## config.mk

```make
export PLATFORM = sky130hd
export DESIGN_NAME = acc_peak_search
export DESIGN_NICKNAME = d
export VERILOG_FILES = /design/src/rtl/acc_peak_search.sv
export SDC_FILE = /design/constraint.sdc
export NUM_CORES = 1
export LEC_CHECK = 0
export ABC_AREA = 1
export CAP_MARGIN = 20
export CORE_UTILIZATION = 55
export DETAILED_ROUTE_END_ITERATION = 7
export PLACE_DENSITY_LB_ADDON = 0.2
export SLEW_MARGIN = 10
export SYNTH_ARGS = -nofsm -noshare
export SYNTH_HDL_FRONTEND = slang
export SYNTH_SLANG_ARGS = --single-unit
```

## constraint.sdc

```tcl
create_clock -name clk -period 8.3 [get_ports clk]
set_input_delay 1.66 -clock clk [delete_from_list [all_inputs] [get_ports clk]]
set_output_delay 1.66 -clock clk [all_outputs]
set_load 0.02 [all_outputs]
```

## src/rtl/acc_peak_search.sv

```systemverilog
// Per-frame peak search, frame sum and threshold detect over a streamed power vector.
// Latency: results and dout_valid register one cycle after the last bin is accepted.
// Backpressure: none; accepts a sample on every din_valid, gaps allowed anywhere.
module acc_peak_search #(
    parameter int DIN_WIDTH  = 64,
    parameter int VECTOR_LEN = 64,
    parameter int IDX_WIDTH  = $clog2(VECTOR_LEN),
    parameter int SUM_WIDTH  = DIN_WIDTH + $clog2(VECTOR_LEN)
) (
    input  logic                 clk,
    input  logic                 rst,
    input  logic [DIN_WIDTH-1:0] din,
    input  logic                 din_valid,
    input  logic                 frame_sync,
    input  logic [DIN_WIDTH-1:0] threshold,
    output logic [DIN_WIDTH-1:0] peak_val,
    output logic [IDX_WIDTH-1:0] peak_idx,
    output logic [SUM_WIDTH-1:0] frame_sum,
    output logic                 detect,
    output logic                 dout_valid,
    output logic                 frame_err
);

    localparam logic [IDX_WIDTH-1:0] LAST_BIN = IDX_WIDTH'(VECTOR_LEN - 1);
    localparam logic [IDX_WIDTH-1:0] ONE_BIN  = IDX_WIDTH'(1);

    // running state of the frame in progress
    logic [IDX_WIDTH-1:0] r_bin;
    logic [DIN_WIDTH-1:0] r_cur_max;
    logic [IDX_WIDTH-1:0] r_cur_idx;
    logic [SUM_WIDTH-1:0] r_cur_sum;

    // reported results of the last completed frame
    logic [DIN_WIDTH-1:0] r_peak_val;
    logic [IDX_WIDTH-1:0] r_peak_idx;
    logic [SUM_WIDTH-1:0] r_frame_sum;
    logic                 r_detect;
    logic                 r_dout_valid;
    logic                 r_frame_err;

    logic                 w_start;
    logic                 w_err;
    logic                 w_last;
    logic                 w_gt;
    logic [SUM_WIDTH-1:0] w_din_ext;
    logic [DIN_WIDTH-1:0] w_nxt_max;
    logic [IDX_WIDTH-1:0] w_nxt_idx;
    logic [SUM_WIDTH-1:0] w_nxt_sum;
    logic [IDX_WIDTH-1:0] w_nxt_bin;

    // A sync sample always starts a new frame; if it lands mid-frame the partial
    // frame is dropped and flagged. Sync on the would-be last bin also suppresses the report.
    assign w_start   = frame_sync || (r_bin == '0);
    assign w_err     = din_valid && frame_sync && (r_bin != '0);
    assign w_last    = din_valid && !frame_sync && (r_bin == LAST_BIN);

    // Strict compare so ties keep the earliest bin.
    assign w_gt      = din > r_cur_max;
    assign w_din_ext = SUM_WIDTH'(din);
    assign w_nxt_max = (w_start || w_gt) ? din : r_cur_max;
    assign w_nxt_idx = w_start ? '0 : (w_gt ? r_bin : r_cur_idx);
    assign w_nxt_sum = w_start ? w_din_ext : (r_cur_sum + w_din_ext);
    // Power-of-two length: the counter wraps naturally from LAST_BIN to 0.
    assign w_nxt_bin = frame_sync ? ONE_BIN : (r_bin + ONE_BIN);

    // bin counter and running max/idx/sum, advanced only on accepted samples
    always_ff @(posedge clk) begin
        if (rst) begin
            r_bin     <= '0;
            r_cur_max <= '0;
            r_cur_idx <= '0;
            r_cur_sum <= '0;
        end else if (din_valid) begin
            r_bin     <= w_nxt_bin;
            r_cur_max <= w_nxt_max;
            r_cur_idx <= w_nxt_idx;
            r_cur_sum <= w_nxt_sum;
        end
    end

    // report registers: load on the last bin, hold otherwise; status flags pulse for one cycle
    always_ff @(posedge clk) begin
        if (rst) begin
            r_peak_val   <= '0;
            r_peak_idx   <= '0;
            r_frame_sum  <= '0;
            r_detect     <= 1'b0;
            r_dout_valid <= 1'b0;
            r_frame_err  <= 1'b0;
        end else begin
            r_dout_valid <= w_last;
            r_frame_err  <= w_err;
            if (w_last) begin
                r_peak_val  <= w_nxt_max;
                r_peak_idx  <= w_nxt_idx;
                r_frame_sum <= w_nxt_sum;
                r_detect    <= (w_nxt_max > threshold);
            end
        end
    end

    assign peak_val   = r_peak_val;
    assign peak_idx   = r_peak_idx;
    assign frame_sum  = r_frame_sum;
    assign detect     = r_detect;
    assign dout_valid = r_dout_valid;
    assign frame_err  = r_frame_err;

endmodule
```

==> results.ini <==
[status]
status=finished, final reports clean

[die]
rows=72
die_area_um2=40900
initial_core_util_pct=56.4
core-area_um2=39100
die_w_um=202
die_h_um=202
num_io_pins=275

[setup_path]
crit_path_max_fanout=64
cp.required_ns=8.69
critPathCaptureType=flop
reg2reg_depth=19
critical_path_class=input pin to flop
arrival_ns=6.82
start_kind=input pin

[routing]
drc=0
antenna_left=0
wl_per_cell_um=15.2
drt-met1-wl_mm=29.5
routed_wl_mm=66.3
routed-wl-met2_mm=31.1
drt_iter0_drc=1621
wl_met3_mm=3.87
drt_first_pass_iters=6
via_per_inst=5.25
topRoutingLayerUsed=met4
vias=22900

[power]
p_comb_share_pct=24.9
clkPwrFrac_pct=38.9
power_switching_mw=1.30
p_int_mw=2.76
max-vdd-ir-drop_mv=0.126
switching_share_pct=32.1
power_density_nw_per_um2=156
p_leak_nw=13.7
pwr-share-seq_pct=36.2

[clock_network]
postCtsResizedCells=0
post_cts_buffers=0
clkSinkCount=289
postCtsHoldBufs=0
cts_made_buffers=35
cts.clk_slew.worst_paths_ns=0.06
h-tree-depth=2
worstSkewPairLatency_ns=0.54
cts_tree=yes
clockRootBuffer=clkbuf_16
cts_buffer_depth=3

[sta]
finalCritPeriodShare_pct=77.5
finalHoldViolCount=0
tns_ns=0
max-slew-margin-rel_pct=34.6
max_freq_mhz=155
rsz0062_at_grt=no
max_slew.worst_pin.slew_ns=0.981
setup_violations=0
period_needed_ns=6.43
slew_viol_final=0
skew_ns=0.0116

[cells_and_area]
area_growth_pct=18.5
fin_util_pct=66.8
fillerInstances=3776
final_nets=4154
drive_above_1_share_pct=3.84
diodes=0

[logic_synthesis]
ys_types=41
async_flop_share_pct=0
synth.avg_cell_area_um2=6.08
synthTopCellsByArea=dfxtp_1 26%, nand2_1 15%, ha_1 11%
yosys_warnings=0
post-synth-top-area-cell=dfxtp_1
synth_seq_area_share_pct=26.2
synth_area_um2=22100
synth_top_area_share_pct=26.2
syn-instance-count=3631
synth-seq-cells=289
synth_nets=3958
synth-main-ff-cell=dfxtp_1
synth_edf_count=0

[place]
gp_congestion=1.05
hpwl_mm=49.0
portBuffers=274

[worst_hold_path]
min_path_cells=2
min_path_type=flop to flop

[grt]
first_global_vias=21100
grt_max_degree=189
antenna_found_initial=0
grt_pass1_wl_mm=107
grt-ovfl-total=0
grt_usage_pct=32.1

[flow_run]
maxCapViolations=0

[layout make-up]
class	instances	area, um^2	share of cell area (%)
Multi-Input combinational cell	2590	13300	51.0
Sequential cell	289	5790	22.1
Timing Repair Buffer	286	2850	10.9
Inverter	625	2350	8.99
Clock buffer	49	1040	3.98
Tap cell	518	648	2.48
Clock inverter	12	141	0.541
[cell usage in the layout, fill, tap and decap left out, types with 7 or more instances in the layout]
| master | netlist | layout |
|---|---|---|
| a21oi_1 | 260 | 260 |
| buf_4 | 1 | 11 |
| clkbuf_16 | 0 | 37 |
| clkbuf_8 | 0 | 8 |
| clkdlybuf4s50_1 | 0 | 272 |
| clkinv_2 | 0 | 7 |
| dfxtp_1 | 289 | 289 |
| ha_1 | 194 | 194 |
| inv_1 | 618 | 617 |
| inv_2 | 7 | 7 |
| nand2_1 | 869 | 868 |
| nand2_2 | 27 | 28 |
| nand2_4 | 35 | 35 |
| nand3_1 | 362 | 362 |
| nand3b_1 | 25 | 25 |
| nand4_1 | 16 | 16 |
| nor2_1 | 519 | 519 |
| nor3_1 | 22 | 22 |
| nor4_1 | 7 | 7 |
| o211ai_1 | 32 | 32 |
| o21a_1 | 7 | 7 |
| o21ai_0 | 165 | 165 |
| xnor2_1 | 11 | 11 |
| xor2_1 | 10 | 10 |
[cell usage after synthesis, drive strengths merged (2+ instances only)]
| cell type | instances |
|---|---|
| a21oi | 260 |
| a31oi | 2 |
| and2 | 2 |
| buf | 49 |
| clkbuf | 78 |
| dfxtp | 289 |
| ha | 194 |
| inv | 625 |
| mux2i | 2 |
| nand2 | 932 |
| nand3 | 362 |
| nand3b | 25 |
| nand4 | 17 |
| nor2 | 520 |
| nor3 | 25 |
| nor3b | 2 |
| nor4 | 7 |
| o211ai | 32 |
| o21a | 7 |
| o21ai | 170 |
| o21bai | 5 |
| xnor2 | 11 |
| xor2 | 10 |
[path summary, 6_finish.rpt]
check / slack, ns / end / from
worst max-delay path: 1.87 / detect / din[47]
worst min-delay path: 0.47 / detect / detect
worst max register to register: 3.22 / detect / r_cur_max[45]
worst min register to register: 0.47 / detect / detect
[flip-flops by register name, summed over array words and instances (netlist names)]
name,flops
peak_idx,6
r_bin,6
frame_sum,70
peak_val,64
detect,1
r_cur_max,64
dout_valid,1
r_cur_sum,70
frame_err,1
r_cur_idx,6
[layer usage]
layer  track usage [%]  vias to the layer above
li1                  -                    11800
met2              55.2                      692
met4              10.1                        0
met5                 0                        -
met3              3.58                       88
met1              41.7                    10300
[power groups by stage]
| stage | combinational, mW | clock, mW | sequential (mW) |
|---|---|---|---|
| global placement | 0.979 | 0 | 1.50 |
| global route | 1.14 | 1.66 | 1.48 |
| CTS | 0.998 | 1.61 | 1.47 |
| floorplan | 0.693 | 0 | 1.49 |
| detailed placement | 0.991 | 0 | 1.50 |
| finish | 1.01 | 1.58 | 1.47 |
[worst max-delay path, stage by stage]
cell             delay, ns
clkdlybuf4s50_1       0.54
ha_1                  0.38
nand4_1               0.14
nor2_1                0.22
nand3b_1              0.28
nor2_4                0.27
nand4_4               0.16
nand2_4               0.41
nand2_8               0.63
nand2_2               0.28
nand2_1               0.09
ha_1                  0.30
nand2_1               0.09
nor4_1                0.56
nand2_1               0.10
nor2_1                0.33
a31oi_1               0.15
nand2_1               0.10
a21oi_1               0.06
[metrics by stage]
| step | hold WS, ns | total power [mW] | cell area, um^2 | setup WS, ns | instances |
|---|---|---|---|---|---|
| 2_1_floorplan | 0.447 | 2.19 | 22100 | 3.94 | 3631 |
| 3_3_place_gp | 0.455 | 2.48 | 25000 | 1.55 | 4308 |
| 3_5_place_dp | 0.463 | 2.49 | 25000 | 1.40 | 4308 |
| 4_1_cts | 0.472 | 4.08 | 26100 | 1.93 | 4369 |
| 5_1_grt | 0.495 | 4.28 | 26100 | 1.51 | 4369 |
| 6_report | 0.469 | 4.07 | 26100 | 1.87 | 4369 |
[cell families (layout without fill, tap and decap cells)]
kind of cell             Yosys count  count (layout)  share of synthesized area [%]
AND/OR/NAND/NOR                 1894            1894                           37.0
buffers and inverters            752             972                           13.4
AO/OA/AOI/OAI                    478             478                           11.4
flip-flops                       289             289                           26.2
adder cells (fa/ha/maj)          195             195                           11.1
XOR/XNOR                          21              21                          0.834
multiplexers                       2               2                         0.0908
(Power assumes the default switching activity.)
